<file path="config.mk">
export PLATFORM = sky130hd
export DESIGN_NAME = seq_divider
export DESIGN_NICKNAME = d
export VERILOG_FILES = /design/src/rtl/seq_divider.sv
export SDC_FILE = /design/constraint.sdc
export NUM_CORES = 1
export LEC_CHECK = 0
export CAP_MARGIN = 0
export CORE_MARGIN = 10
export CORE_UTILIZATION = 49
export CTS_CLUSTER_DIAMETER = 50
export CTS_CLUSTER_SIZE = 8
export DETAILED_ROUTE_END_ITERATION = 6
export PLACE_DENSITY_LB_ADDON = 0.15
export SYNTH_ARGS = -nofsm -noshare
export SYNTH_HDL_FRONTEND = slang
export SYNTH_SLANG_ARGS = --single-unit
</file>
<file path="constraint.sdc">
create_clock -name clk -period 1.9 [get_ports clk]
set_input_delay 0.38 -clock clk [delete_from_list [all_inputs] [get_ports clk]]
set_output_delay 0.38 -clock clk [all_outputs]
set_load 0.1 [all_outputs]
</file>
<file path="src/rtl/seq_divider.sv">
// Restoring unsigned divider, one trial subtraction per cycle; done N cycles after start (1 cycle for divide-by-zero).
// No backpressure: start is taken only when not busy, and the results hold until the next accepted start.
module seq_divider #(
  parameter int N = 8
) (
  input  logic         clk,
  input  logic         rst_n,
  input  logic         start,
  input  logic [N-1:0] dividend,
  input  logic [N-1:0] divisor,
  output logic         busy,
  output logic         done,
  output logic [N-1:0] quotient,
  output logic [N-1:0] remainder,
  output logic         div_by_zero
);

  localparam int CW = $clog2(N + 1);

  // ZERO is a single non-busy cycle that gives divide-by-zero its one-cycle latency.
  typedef enum logic [1:0] {IDLE, CALC, ZERO, DONE} state_t;

  state_t         state, state_nxt;
  logic [N:0]     r_q;
  logic [N-1:0]   q_q;
  logic [N-1:0]   d_q;
  logic [CW-1:0]  cnt;
  logic           accept;
  logic           last;
  logic [N:0]     r_sh;
  logic [N:0]     t;
  logic           no_borrow;
  logic [N:0]     r_step;
  logic [N-1:0]   q_step;

  assign accept = start && (state == IDLE || state == DONE);
  assign last   = (cnt == CW'(N - 1));

  // Trial subtraction as an add of the complement; carry-out means no borrow.
  always_comb begin
    r_sh               = {r_q[N-1:0], q_q[N-1]};
    {no_borrow, t}     = {1'b0, r_sh} + {1'b0, ~{1'b0, d_q}} + {{(N+1){1'b0}}, 1'b1};
    r_step             = no_borrow ? t : r_sh;
    q_step             = {q_q[N-2:0], no_borrow};
  end

  always_ff @(posedge clk or negedge rst_n) begin
    if (!rst_n) state <= IDLE;
    else        state <= state_nxt;
  end

  always_comb begin
    state_nxt = state;
    case (state)
      IDLE, DONE: begin
        if (start)              state_nxt = (divisor == '0) ? ZERO : CALC;
        else if (state == DONE) state_nxt = IDLE;
      end
      CALC:    if (last) state_nxt = DONE;
      ZERO:    state_nxt = DONE;
      default: state_nxt = IDLE;
    endcase
  end

  always_comb begin
    busy = (state == CALC);
    done = (state == DONE);
  end

  always_ff @(posedge clk or negedge rst_n) begin
    if (!rst_n) begin
      r_q <= '0;
      q_q <= '0;
      d_q <= '0;
      cnt <= '0;
    end else if (accept) begin
      r_q <= '0;
      q_q <= dividend;
      d_q <= divisor;
      cnt <= '0;
    end else if (state == CALC) begin
      r_q <= r_step;
      q_q <= q_step;
      cnt <= cnt + 1'b1;
    end
  end

  // Results move only on the edge that enters DONE.
  always_ff @(posedge clk or negedge rst_n) begin
    if (!rst_n) begin
      quotient    <= '0;
      remainder   <= '0;
      div_by_zero <= 1'b0;
    end else if (state == CALC && last) begin
      quotient    <= q_step;
      remainder   <= r_step[N-1:0];
      div_by_zero <= 1'b0;
    end else if (state == ZERO) begin
      quotient    <= '1;
      remainder   <= q_q;
      div_by_zero <= 1'b1;
    end
  end

  a_rem_msb_clear: assert property (@(posedge clk) disable iff (!rst_n)
    (state == CALC && last) |-> !r_step[N]);

endmodule

</file>
Word-level counts from Yosys, hierarchy flattened
Cells that the tools add are included.

Add/subtract/negate cells: 3. Eq/ne operators: 6. Multiplexer cells: 18. Bitwise logic cells: 1. Reductions and logical operators: 9.

Operators by type and width (number): $mux W8 (9); $add A10 B1 Y10 const B (1); $add A9 B9 Y10 (1); $not A8 Y9 (1); $logic_not A8 Y1 (1); $mux W2 (4); $mux W4 (2); $pmux W2 S3 (1); $add A4 B1 Y4 const B (1); $eq A2 B2 Y1 const B (2); $eq A4 B3 Y1 const B (1); $reduce_bool A2 Y1 (2); $ne A3 B3 Y1 const B (1); $eq A2 B1 Y1 const B (1); $logic_and A1 B1 Y1 (2); $logic_not A2 Y1 (1); $mux W1 (2); $ne A2 B1 Y1 const B (1); $reduce_and A2 Y1 (1); $reduce_or A2 Y1 (1); $logic_or A1 B1 Y1 (1).

Flip-flop bits (word level): 47. Word-level logic and storage cells: 45.

Depth between registers and ports, before layout
Depth after elaboration: 6. Gate-level depth with buffers: 8. Mapped depth without buffers: 8.

Least setup slack after synthesis
Ideal clock, no wire load.

Kind: register -> register. Start point: register state[1]. End point: register remainder[0]. Library setup time: 0.128 ns. Arrival time: 2.220 ns. Required time: 1.772 ns. Slack: -0.448 ns. Cell stages (with the launch flop): 9. Period minus slack after synthesis: 2.348 ns. Cells stage by stage: dfrtp_1 -> inv_1 -> ha_1 -> clkbuf_1 -> and3_1 -> clkbuf_1 -> nand2_1 -> a21oi_1 -> nor3_1.

Longest elaborated chain between the ends: 3.

Ends and longest elaborated chain: start: declaration (RTL line 23) `state_t state, state_nxt;`; start signal: assignment (RTL line 49) `else state <= state_nxt;`; $eq A2 B1 Y1 (*); net busy (RTL line 11) `output logic busy,`; $logic_and A1 B1 Y1 (*) (RTL line 94) `end else if (state == CALC && last) begin`; $mux W8 or $reduce_bool A2 Y1 (tied branches); end signal: assignment (RTL line 96) `remainder <= r_step[N-1:0];`; end signal: assignment (RTL line 100) `remainder <= q_q;`; end: declaration (RTL line 14) `output logic [N-1:0] remainder,`.

The timed path passes the listed nets; every way through them passes the cells marked *. A chain may end at the register's enable or synchronous reset.

Worst setup path in the final report
Start point: register r_q[6]. End point: register r_q[0].

Longest elaborated chain between the ends: 5.

Ends and longest elaborated chain: start: declaration (RTL line 24) `logic [N:0] r_q;`; start signal: assignment (RTL line 82) `r_q <= r_step;`; $add A9 B9 Y10 (RTL line 42) `{no_borrow, t} = {1'b0, r_sh} + {1'b0, ~{1'b0, d_q}} + {{(N+1){1'b0}}, 1'b1};`; $add A10 B1 Y10 (RTL line 42); $mux W8 (RTL line 43) `r_step = no_borrow ? t : r_sh;`; $mux W8 (RTL line 81) `end else if (state == CALC) begin`; $mux W8 (RTL line 76) `end else if (accept) begin`.

No other way between the ends. The select of a mux whose other input is x is not followed.

==> key figures <==
Run status
  • Outcome: finished, final reports clean

Route
  • DRT Wirelength: 6.79 mm
  • DR pass1 iterations: 4
  • Post-route DRC violation count: 0
  • Final ANT Viol Nets: 0
  • Vias: 2351
  • DRT iter0 DRCs: 165
  • Wirelength per Cell: 16.2 um
  • Vias per cell: 5.62

STA
  • Worst slew pin tran: 0.395 ns
  • Skew final: 0.00575 ns
  • Crit path time final: 1.85 ns
  • Maximum clock frequency: 0.540 GHz
  • Period Utilization, post-route: 0.974
  • Setup ws final: 0.0491 ns
  • Setup TNS: 0 ns
  • Max-slew violations: 0
  • Final number of setup-violating endpoints: 0
  • Hold Vio Cnt, Final: 0
  • Worst slew margin: 0.736

Global route
  • Largest net degree at the start of global routing: 48
  • Antenna violations before repair: 0
  • Gr ovfl total: 0
  • GRT busiest layer: met2
  • First-pass GRT wire length: 10.7 mm
  • GRT Overall Usage: 0.152
  • Grt met1 use: 0.195
  • Met3 Use GR: 0.0384
  • Vias in the first global route: 2223
  • GR Util met2: 0.233

Clocking
  • Sink Count: 47
  • Clk_lat worst skew: 0.30 ns
  • Clk slew on worst S/H paths: 0.09 ns
  • TritonCTS clock tree: done
  • Clock Path Buffers: 2
  • CTS buffer count: 5
  • CTS root buf: clkbuf_8
  • Hold Buf Count CTS: 0
  • Number of H-tree levels: 2

Place
  • Placed insts: 404
  • Setup slack at placement: -0.140 ns
  • Port Buffers: 37
  • GP Congestion: 0.905
  • DP Wirelength: 4.87 mm

Run
  • Max-Cap Viols: 0

Worst setup path
  • Crit-path max FO: 9
  • Buf/Inv on CP: 1
  • Startpoint Class: flip-flop
  • Setup crit end kind: flip-flop
  • Critical path depth in cells: 6
  • CP delay by family, top: compound AO/OA/AOI/OAI gates
  • Slowest cell delay on critical path: 0.43 ns
  • Setup CP Type: flip-flop to flip-flop
  • Crit path cell chain: ha_2 > nor3b_4 > o21ai_2 > buf_4 > a21o_1 > a31oi_1
  • R2R depth: 6
  • Worst path slowest cell: ha_2
  • Crit path DAT: 2.07 ns
  • CP required: 2.12 ns

Cells and area
  • Commonest cells after routing, fill and taps aside: 47 x nand2_1, 47 x dfrtp_1, 38 x buf_4, 32 x o21ai_0, 17 x clkdlybuf4s50_1
  • Ant diodes: 0
  • Syn-to-layout area delta: 36.9%
  • Final cell count without fillers: 418
  • Post-Route Utilization: 0.700
  • Share of layout cells above drive strength 1: 0.256
  • Layout Nets: 379

Die
  • Die width: 93.5 um
  • Die height: 93.5 um
  • # IOs: 38
  • Area of the core region: 5170 sq um
  • Cell Rows: 26
  • Starting Density: 0.511
  • Die area: 8730 sq um

Synth
  • Largest cells by area after synthesis: dfrtp_1 44%, nand2_1 6.8%, o21ai_0 6.1%, ha_1 5.7%, mux2i_1 4.2%
  • Post-Syn Area: 2640 sq um
  • Area leader, netlist: dfrtp_1
  • Syn_area_per_cell: 9.15 sq um
  • Post-synth EDFFs: 0
  • Post-synthesis register bit count: 47
  • Post-synth cell types: 47
  • Synthesis Warnings: 0
  • Top_reg_cell synth: dfrtp_1
  • Synth Instances: 289
  • Area fraction of the dominant cell type after synthesis: 0.445
  • Synth async-reset ratio: 1.00
  • Post-Syn Nets: 321
  • Post-synthesis sequential area ratio: 0.445

Min path
  • Hold Crit Class: input pin to asynchronous set/reset pin
per-stage QoR:
step                      instance area (sq um)  hold WS [ns]
after global placement                     3300         0.383
after CTS                                  3470        0.0491
after floorplan                            2660        0.0844
after global routing                       3620        0.0529
final                                      3620        0.0366
after detailed placement                   3300         0.385
cell type report:
type,instances,area (sq um)
fillers,397,1550
multi-input cells,210,1500
flip-flops and latches,47,1180
repair buffers,68,696
clock buffers,7,96.3
well taps,70,87.6
inverters,15,56.3
clock inverters,1,7.51
metal layers:
layer,wire (um),vias up
met5,0,-
met4,170,0
met3,393,14
met2,3230,78
met1,2990,1118
li1,-,1141
synthesized netlist by cell type, types with 2 or more instances:
cell	number
nand2_1	48
xor2_1	4
nand3_1	10
nand2b_1	4
buf_6	2
mux2i_1	11
clkbuf_1	12
ha_1	12
a211oi_1	7
o211ai_2	2
a22o_1	2
a21oi_1	4
o21ai_0	32
nor3b_1	2
nor4_1	2
dfrtp_1	47
nor2_2	2
or4_1	2
nor2_1	12
and3_1	2
o21ai_1	5
a21o_1	3
inv_1	15
xnor2_1	3
nor2b_1	7
a31oi_1	13
buf_2	3
nor3_1	2
final timing paths:
path	startpoint	to	slack [ns]
max reg2reg	r_q[6]$_DFFE_PN0P_	r_q[0]$_DFFE_PN0P_	0.05
min reg2reg	d_q[0]$_DFFE_PN0P_	d_q[0]$_DFFE_PN0P_	0.50
max	r_q[6]$_DFFE_PN0P_	r_q[0]$_DFFE_PN0P_	0.05
max in group asynchronous	rst_n	r_q[1]$_DFFE_PN0P_	1.63
min	rst_n	d_q[6]$_DFFE_PN0P_	0.04
min in group clk	d_q[0]$_DFFE_PN0P_	d_q[0]$_DFFE_PN0P_	0.50
kinds of logic (layout without fill, tap and decap cells):
group	after synthesis	after routing	synth area share
XOR/XNOR	7	7	0.0232
AND/OR/NAND/NOR	97	97	0.170
multiplexers	11	11	0.0416
adder cells (fa/ha/maj)	13	13	0.0644
flip-flops	47	47	0.445
AO/OA/AOI/OAI	81	82	0.200
buffers and inverters	33	91	0.0554
state kept, by name, summed over array words and instances (netlist names):
name         count
cnt              4
d_q              8
div_by_zero      1
q_q              8
quotient         8
r_q              8
remainder        8
state            2
repair_timing:
| item | in CTS | in global routing |
|---|---|---|
| gates resized for setup | 9 | 17 |
| pin swaps | 3 | 7 |
| endpoints found under the setup margin | 16 | 19 |
| gates cloned | 0 | 1 |
| endpoints found under the hold margin | 0 | 0 |
| setup buffers | 2 | 3 |
Power is left out: the tool's default activity adds up to more than one toggle a clock period on the data nets, which glitch-free logic cannot reach.
